`config.mk`:
```
export PLATFORM = sky130hd
export DESIGN_NAME = oam_dma
export DESIGN_NICKNAME = d
export VERILOG_FILES = /design/src/rtl/oam_dma_pkg.sv /design/src/rtl/oam_dma.sv
export SDC_FILE = /design/constraint.sdc
export NUM_CORES = 1
export LEC_CHECK = 0
export BUFFER_PORTS_ARGS = -buffer_cell sky130_fd_sc_hd__buf_2
export CAP_MARGIN = 40
export CORE_AREA = 3 3 71 73
export CTS_CLUSTER_SIZE = 14
export DETAILED_ROUTE_END_ITERATION = 6
export DIE_AREA = 0 0 74 76
export PLACE_DENSITY = 0.77
export SYNTH_ARGS = -nofsm -noshare
export SYNTH_HDL_FRONTEND = slang
export SYNTH_SLANG_ARGS = --single-unit
export TNS_END_PERCENT = 10
```
`constraint.sdc`:
```
create_clock -name clk -period 1.5 [get_ports clk]
set_input_delay 0.225 -clock clk [delete_from_list [all_inputs] [get_ports clk]]
set_output_delay 0.225 -clock clk [all_outputs]
set_load 0.02 [all_outputs]
```
`src/rtl/oam_dma_pkg.sv`:
```
// Shared constants for the sprite-DMA engine: bus addresses and the
// DMA_STATE encoding used by the controller FSM.
package oam_dma_pkg;

    // CPU write to this address starts a transfer (PPU OAMDMA register).
    localparam logic [15:0] OAM_DMA_ADDR = 16'h4014;
    // Every copied byte is written to this address (PPU OAMDATA register).
    localparam logic [15:0] OAMDATA_ADDR = 16'h2004;

    // DMA_STATE: plain encoded constants so legacy tools can share them.
    typedef logic [2:0] dma_state_t;

    localparam dma_state_t IDLE  = 3'd0;
    localparam dma_state_t HALT  = 3'd1;
    localparam dma_state_t ALIGN = 3'd2;
    localparam dma_state_t READ  = 3'd3;
    localparam dma_state_t WRITE = 3'd4;

    // Last byte index of a 256-byte page; the transfer ends after its write.
    localparam logic [7:0] LAST_IDX = 8'hFF;

endpackage

```
`src/rtl/oam_dma.sv`:
```
// Sprite-DMA engine. Snoops CPU writes to TRIGGER_ADDR, stalls the CPU and
// copies page $PP00-$PPFF to TARGET_ADDR as alternating read/write cycles.
// dma_active is the select for the external CPU/DMA bus mux.
//
// Build option: define OAM_DMA_ALIGN_EN to insert one ALIGN cycle when the
// HALT cycle falls on an odd CPU cycle (514 stall cycles instead of 513).
module oam_dma
    import oam_dma_pkg::*;
#(
    parameter logic [15:0] TRIGGER_ADDR = OAM_DMA_ADDR,
    parameter logic [15:0] TARGET_ADDR  = OAMDATA_ADDR
) (
    input  logic        clk,
    input  logic        rst,
    input  logic [15:0] cpu_addr,
    input  logic        cpu_write,
    input  logic [7:0]  cpu_wdata,
    input  logic [7:0]  rd_data,
    output logic        stall,
    output logic        dma_active,
    output logic [15:0] dma_addr,
    output logic        dma_read,
    output logic        dma_write,
    output logic [7:0]  dma_wdata,
    output logic [9:0]  busy_cycles
);

    dma_state_t  state;
    dma_state_t  state_nxt;
    logic        odd;
    logic [7:0]  page;
    logic [7:0]  idx;
    logic [7:0]  data_q;
    logic        trigger;

    // A trigger is only acted on in IDLE; elsewhere it is simply ignored.
    assign trigger = cpu_write && (cpu_addr == TRIGGER_ADDR);

    // Free-running CPU cycle parity, kept in every build for observability.
    always_ff @(posedge clk or posedge rst) begin
        // NOTE: sequential state uses non-blocking assignments so every flop
        // samples pre-edge values regardless of block ordering.
        if (rst) odd <= 1'b0;
        else     odd <= ~odd;
    end

    // Next-state logic for the transfer sequence.
    always_comb begin
        // NOTE: default first so every path assigns state_nxt (no latch).
        state_nxt = state;
        case (state)
            IDLE:  if (trigger) state_nxt = HALT;
`ifdef OAM_DMA_ALIGN_EN
            HALT:  state_nxt = odd ? ALIGN : READ;
            ALIGN: state_nxt = READ;
`else
            HALT:  state_nxt = READ;
`endif
            READ:  state_nxt = WRITE;
            WRITE: state_nxt = (idx == LAST_IDX) ? IDLE : READ;
            default: state_nxt = IDLE;
        endcase
    end

    // State register; reset aborts any transfer immediately with no resume.
    always_ff @(posedge clk or posedge rst) begin
        if (rst) state <= IDLE;
        else     state <= state_nxt;
    end

    // Transfer datapath: page/index latch, read-data buffer, stall counter.
    always_ff @(posedge clk or posedge rst) begin
        if (rst) begin
            page        <= 8'h00;
            idx         <= 8'h00;
            data_q      <= 8'h00;
            busy_cycles <= 10'd0;
        end else begin
            if (state == IDLE) begin
                if (trigger) begin
                    page        <= cpu_wdata;
                    idx         <= 8'h00;
                    busy_cycles <= 10'd0;
                end
            end else begin
                busy_cycles <= busy_cycles + 10'd1;
            end
            if (state == READ) data_q <= rd_data;
            // idx stays 8 bits: page $FF ends at $FFFF, never carries into page.
            if (state == WRITE && idx != LAST_IDX) idx <= idx + 8'd1;
        end
    end

    // Bus outputs decoded from state; HALT/ALIGN own the bus but drive nothing.
    always_comb begin
        dma_active = (state != IDLE);
        stall      = dma_active;
        dma_addr   = 16'h0000;
        dma_read   = 1'b0;
        dma_write  = 1'b0;
        dma_wdata  = 8'h00;
        case (state)
            READ: begin
                dma_addr = {page, idx};
                dma_read = 1'b1;
            end
            WRITE: begin
                dma_addr  = TARGET_ADDR;
                dma_write = 1'b1;
                dma_wdata = data_q;
            end
            default: ;
        endcase
    end

endmodule

```
==> results.yml <==
floorplanning:
  dieArea_um2: 5624
  fp.dieW_um: 74
  io_pins: 73
  initial_core_util_pct: 43.48
  die_y_um: 76
  coreArea_um2: 4414
  rows: 24
layout:
  seqCellArea_um2: 925.9
  multi_input_area_um2: 1089
  insertedDiodeCount: 0
  drive_above_1_share_pct: 55.07
  final.fill_count: 325
  num-nets-final: 332
  syn2layout_area_growth_pct: 56.58
setup_path:
  end_kind: "primary output"
  critPathSlowestCell: "dfrtp_1"
  cp-start-kind: "flop"
  crit_path_cell_trace: "nand2b_4 -> nor2_4 -> clkbuf_16 -> nand2_1 -> nand2_2 -> buf_6"
  critPathBufInv: 2
  timing.rr.start: "state[2]"
  max_stage_delay_ns: 0.42
  required_ns: 1.27
  crit_path_max_fanout: 10
  path_delay_family: "simple AND/OR/NAND/NOR gates"
  worstSetupPathType: "flop to primary output"
  startpoint: "state[2]"
  worst_ep_arrival_time_ns: 1.56
cts:
  cts_tree: "built"
  numCtsBuffers: 5
  clk_pin_slew_ns: 0.08
  cts-root-buf: "clkbuf_8"
  cts.sinks: 37
  clk_latency_ns: 0.30
  cts_htree_levels: 2
  clk_path_buf_depth: 2
global_route:
  overflow: 0
  antenna_found_initial: 0
  grt_max_degree: 38
  grt_pass1_wl_um: 8562
  first_global_vias: 1849
  grt.total_usage_pct: 19.50
timing:
  clock_skew_ns: 0.01069
  worst_slack_ns: -0.2827
  worst_slew_margin_rel_pct: 68.66
  post-route-period-util_pct: 118.8
  finalSetupTns_ns: -7.635
  worst_pin_slew_ns: 0.4700
  setup_viol: 48
  final-hold-violation-count: 0
  layout_min_cycle_time_ns: 1.783
  timing.fmax_mhz: 561.0
  drv_slew: 0
  rsz0062_at_grt: "yes"
drt:
  drcViolationCount: 0
  vias_per_cell: 5.399
  drt_iter0_drc: 120
  vias: 1879
  drt-pass1-iter-count: 4
  wl_um: 5650
  wl_per_cell_um: 16.24
  antenna_left: 0
synthesis:
  synth_seq_cells: 37
  syn_inst: 192
  syn_area_um2: 1919
  synth-edff-count: 0
  syn-num-nets: 229
  ys_seq_area_share_pct: 48.24
  avgSynthCellArea_um2: 9.997
  synth_ff_type: "dfrtp_1"
  async_flop_share_pct: 100.0
  yosys_warnings: 0
  ys_types: 41
placement:
  post-dp-hpwl_um: 3502
  io_buffers: 72
  gp_congestion: 0.8117
power_and_ir_drop:
  p_comb_share_pct: 6.0
  power.density_nw_per_um2: 667.6
  total_power_uw: 2006
  clkPwrFrac_pct: 43.3
  ir_drop_uv: 433.2
  swShare_pct: 22.29
  seqPwrFrac_pct: 50.7
  leakage_uw: 0.001492
  switching_power_uw: 447.3
  internal_power_uw: 1559
run_status:
  status: "finished with violations"
  violations: "negative setup slack"
hold_path:
  hp-class: "primary input to async pin"
job:
  cap_viol_max_count: 0
-- power groups by stage --
stage	combinational (µW)	sequential (µW)	clock [µW]
floorplan	39.9	1040	0
global placement	115	1040	0
detailed placement	119	1040	0
CTS	120	1020	892
global route	136	1020	933
finish	121	1020	868
-- flip-flops by register name (all words and copies together), names as in the netlist --
signal       cells
state            3
page             8
data_q           8
busy_cycles     10
idx              8
-- area by class of cell --
cell class / instances / area share, %
clock buffers: 6 / 2.415
clock inverters: 2 / 1.291
inverters: 7 / 1.041
multi-input cells: 142 / 36.22
flip-flops and latches: 37 / 30.81
well taps: 52 / 2.165
repair buffers: 101 / 25.85
repair inverters: 1 / 0.2082
-- Yosys cell counts (2+ instances only) --
master | number | area [µm²]
buf_4 | 2 | 15.01
and2_1 | 22 | 137.6
or2_2 | 3 | 18.77
o21ai_0 | 21 | 105.1
dfrtp_1 | 37 | 925.9
nor3_2 | 2 | 20.02
mux2i_1 | 2 | 20.02
nand4_1 | 7 | 43.79
nand3_1 | 5 | 25.02
nor3_1 | 5 | 25.02
inv_2 | 2 | 7.510
buf_2 | 2 | 10.01
nor2b_1 | 4 | 25.02
nor2_1 | 12 | 45.04
inv_1 | 5 | 18.77
mux2_1 | 7 | 78.83
nand2_1 | 18 | 67.56
mux2_2 | 9 | 101.4
o311ai_0 | 2 | 17.52
ha_1 | 2 | 25.02
o21a_1 | 2 | 15.01
and3_1 | 2 | 12.51
-- path summary, 6_finish.rpt --
kind,slack (ns),to,cells after the start
min in group clk,0.14,page[6],2
max in group asynchronous,1.13,busy_cycles[0],3
worst min register to register,0.49,busy_cycles[9],1
worst min-delay path,0.03,data_q[6],3
worst max register to register,-0.15,page[0],6
worst max-delay path,-0.28,dma_addr[13],6
-- metal layers --
metal	track usage [%]	vias up	routed length, µm
li1	-	881	-
met1	23.02	923	2167
met2	32.45	66	3028
met3	5.937	9	346
met4	7.609	0	108
met5	0	-	0
-- timing repair --
item / CTS / global route
resized for setup: 56 / 52
pin swaps: 6 / 10
hold buffers: 0 / 0
setup buffers: 4 / 1
cloned: 1 / 1
endpoints found under the setup margin: 46 / 50
-- worst register-to-register path, cell delays in order, from the launching register on --
cell,delay [ns]
dfrtp_1,0.42
buf_6,0.14
nor3_4,0.22
inv_2,0.10
nor3_4,0.12
buf_6,0.19
mux2_2,0.34
-- metrics by stage --
step | utilization (%) | cells | hold slack (ns) | instance area, µm² | setup slack [ns]
after global placement | 56.94 | 333 | 0.3573 | 2514 | -0.09531
after global routing | 68.08 | 348 | 0.07447 | 3005 | -0.3352
after CTS | 63.55 | 346 | 0.04915 | 2805 | -0.2650
final | 68.08 | 348 | 0.03247 | 3005 | -0.2827
after detailed placement | 56.94 | 333 | 0.3742 | 2514 | -0.1502
after floorplan | - | 192 | 0.3597 | 1943 | -0.08840
-- cell families (layout without fill, tap and decap cells) --
family / count (synthesis) / in the layout / synth area share, %
xor+xnor: 1 / 1 / 0.4564
compound gates: 32 / 32 / 10.10
buf+inv: 13 / 117 / 3.129
mux: 18 / 18 / 10.43
fa+ha+maj: 2 / 2 / 1.304
flops: 37 / 37 / 48.24
simple gates: 89 / 89 / 26.34
-- cell usage in the layout (no fill, tap or decap), drive strengths merged --
master	count
buf	100
dfrtp	37
and2	22
o21ai	22
nand2	18
mux2	16
nor2	12
nand4	7
clkbuf	7
inv	7
nor3	7
nand3	6
nor2b	4
or2	3
nor4	2
clkinv	2
and3	2
mux2i	2
ha	2
o21a	2
o311ai	2
and4bb	1
nor4b	1
nand2b	1
or3b	1
o311a	1
a21oi	1
xor2	1
o21bai	1
or3	1
o31ai	1
or4	1
o211ai	1
o211a	1
bufinv	1
Power figures use the tool's default switching activity.
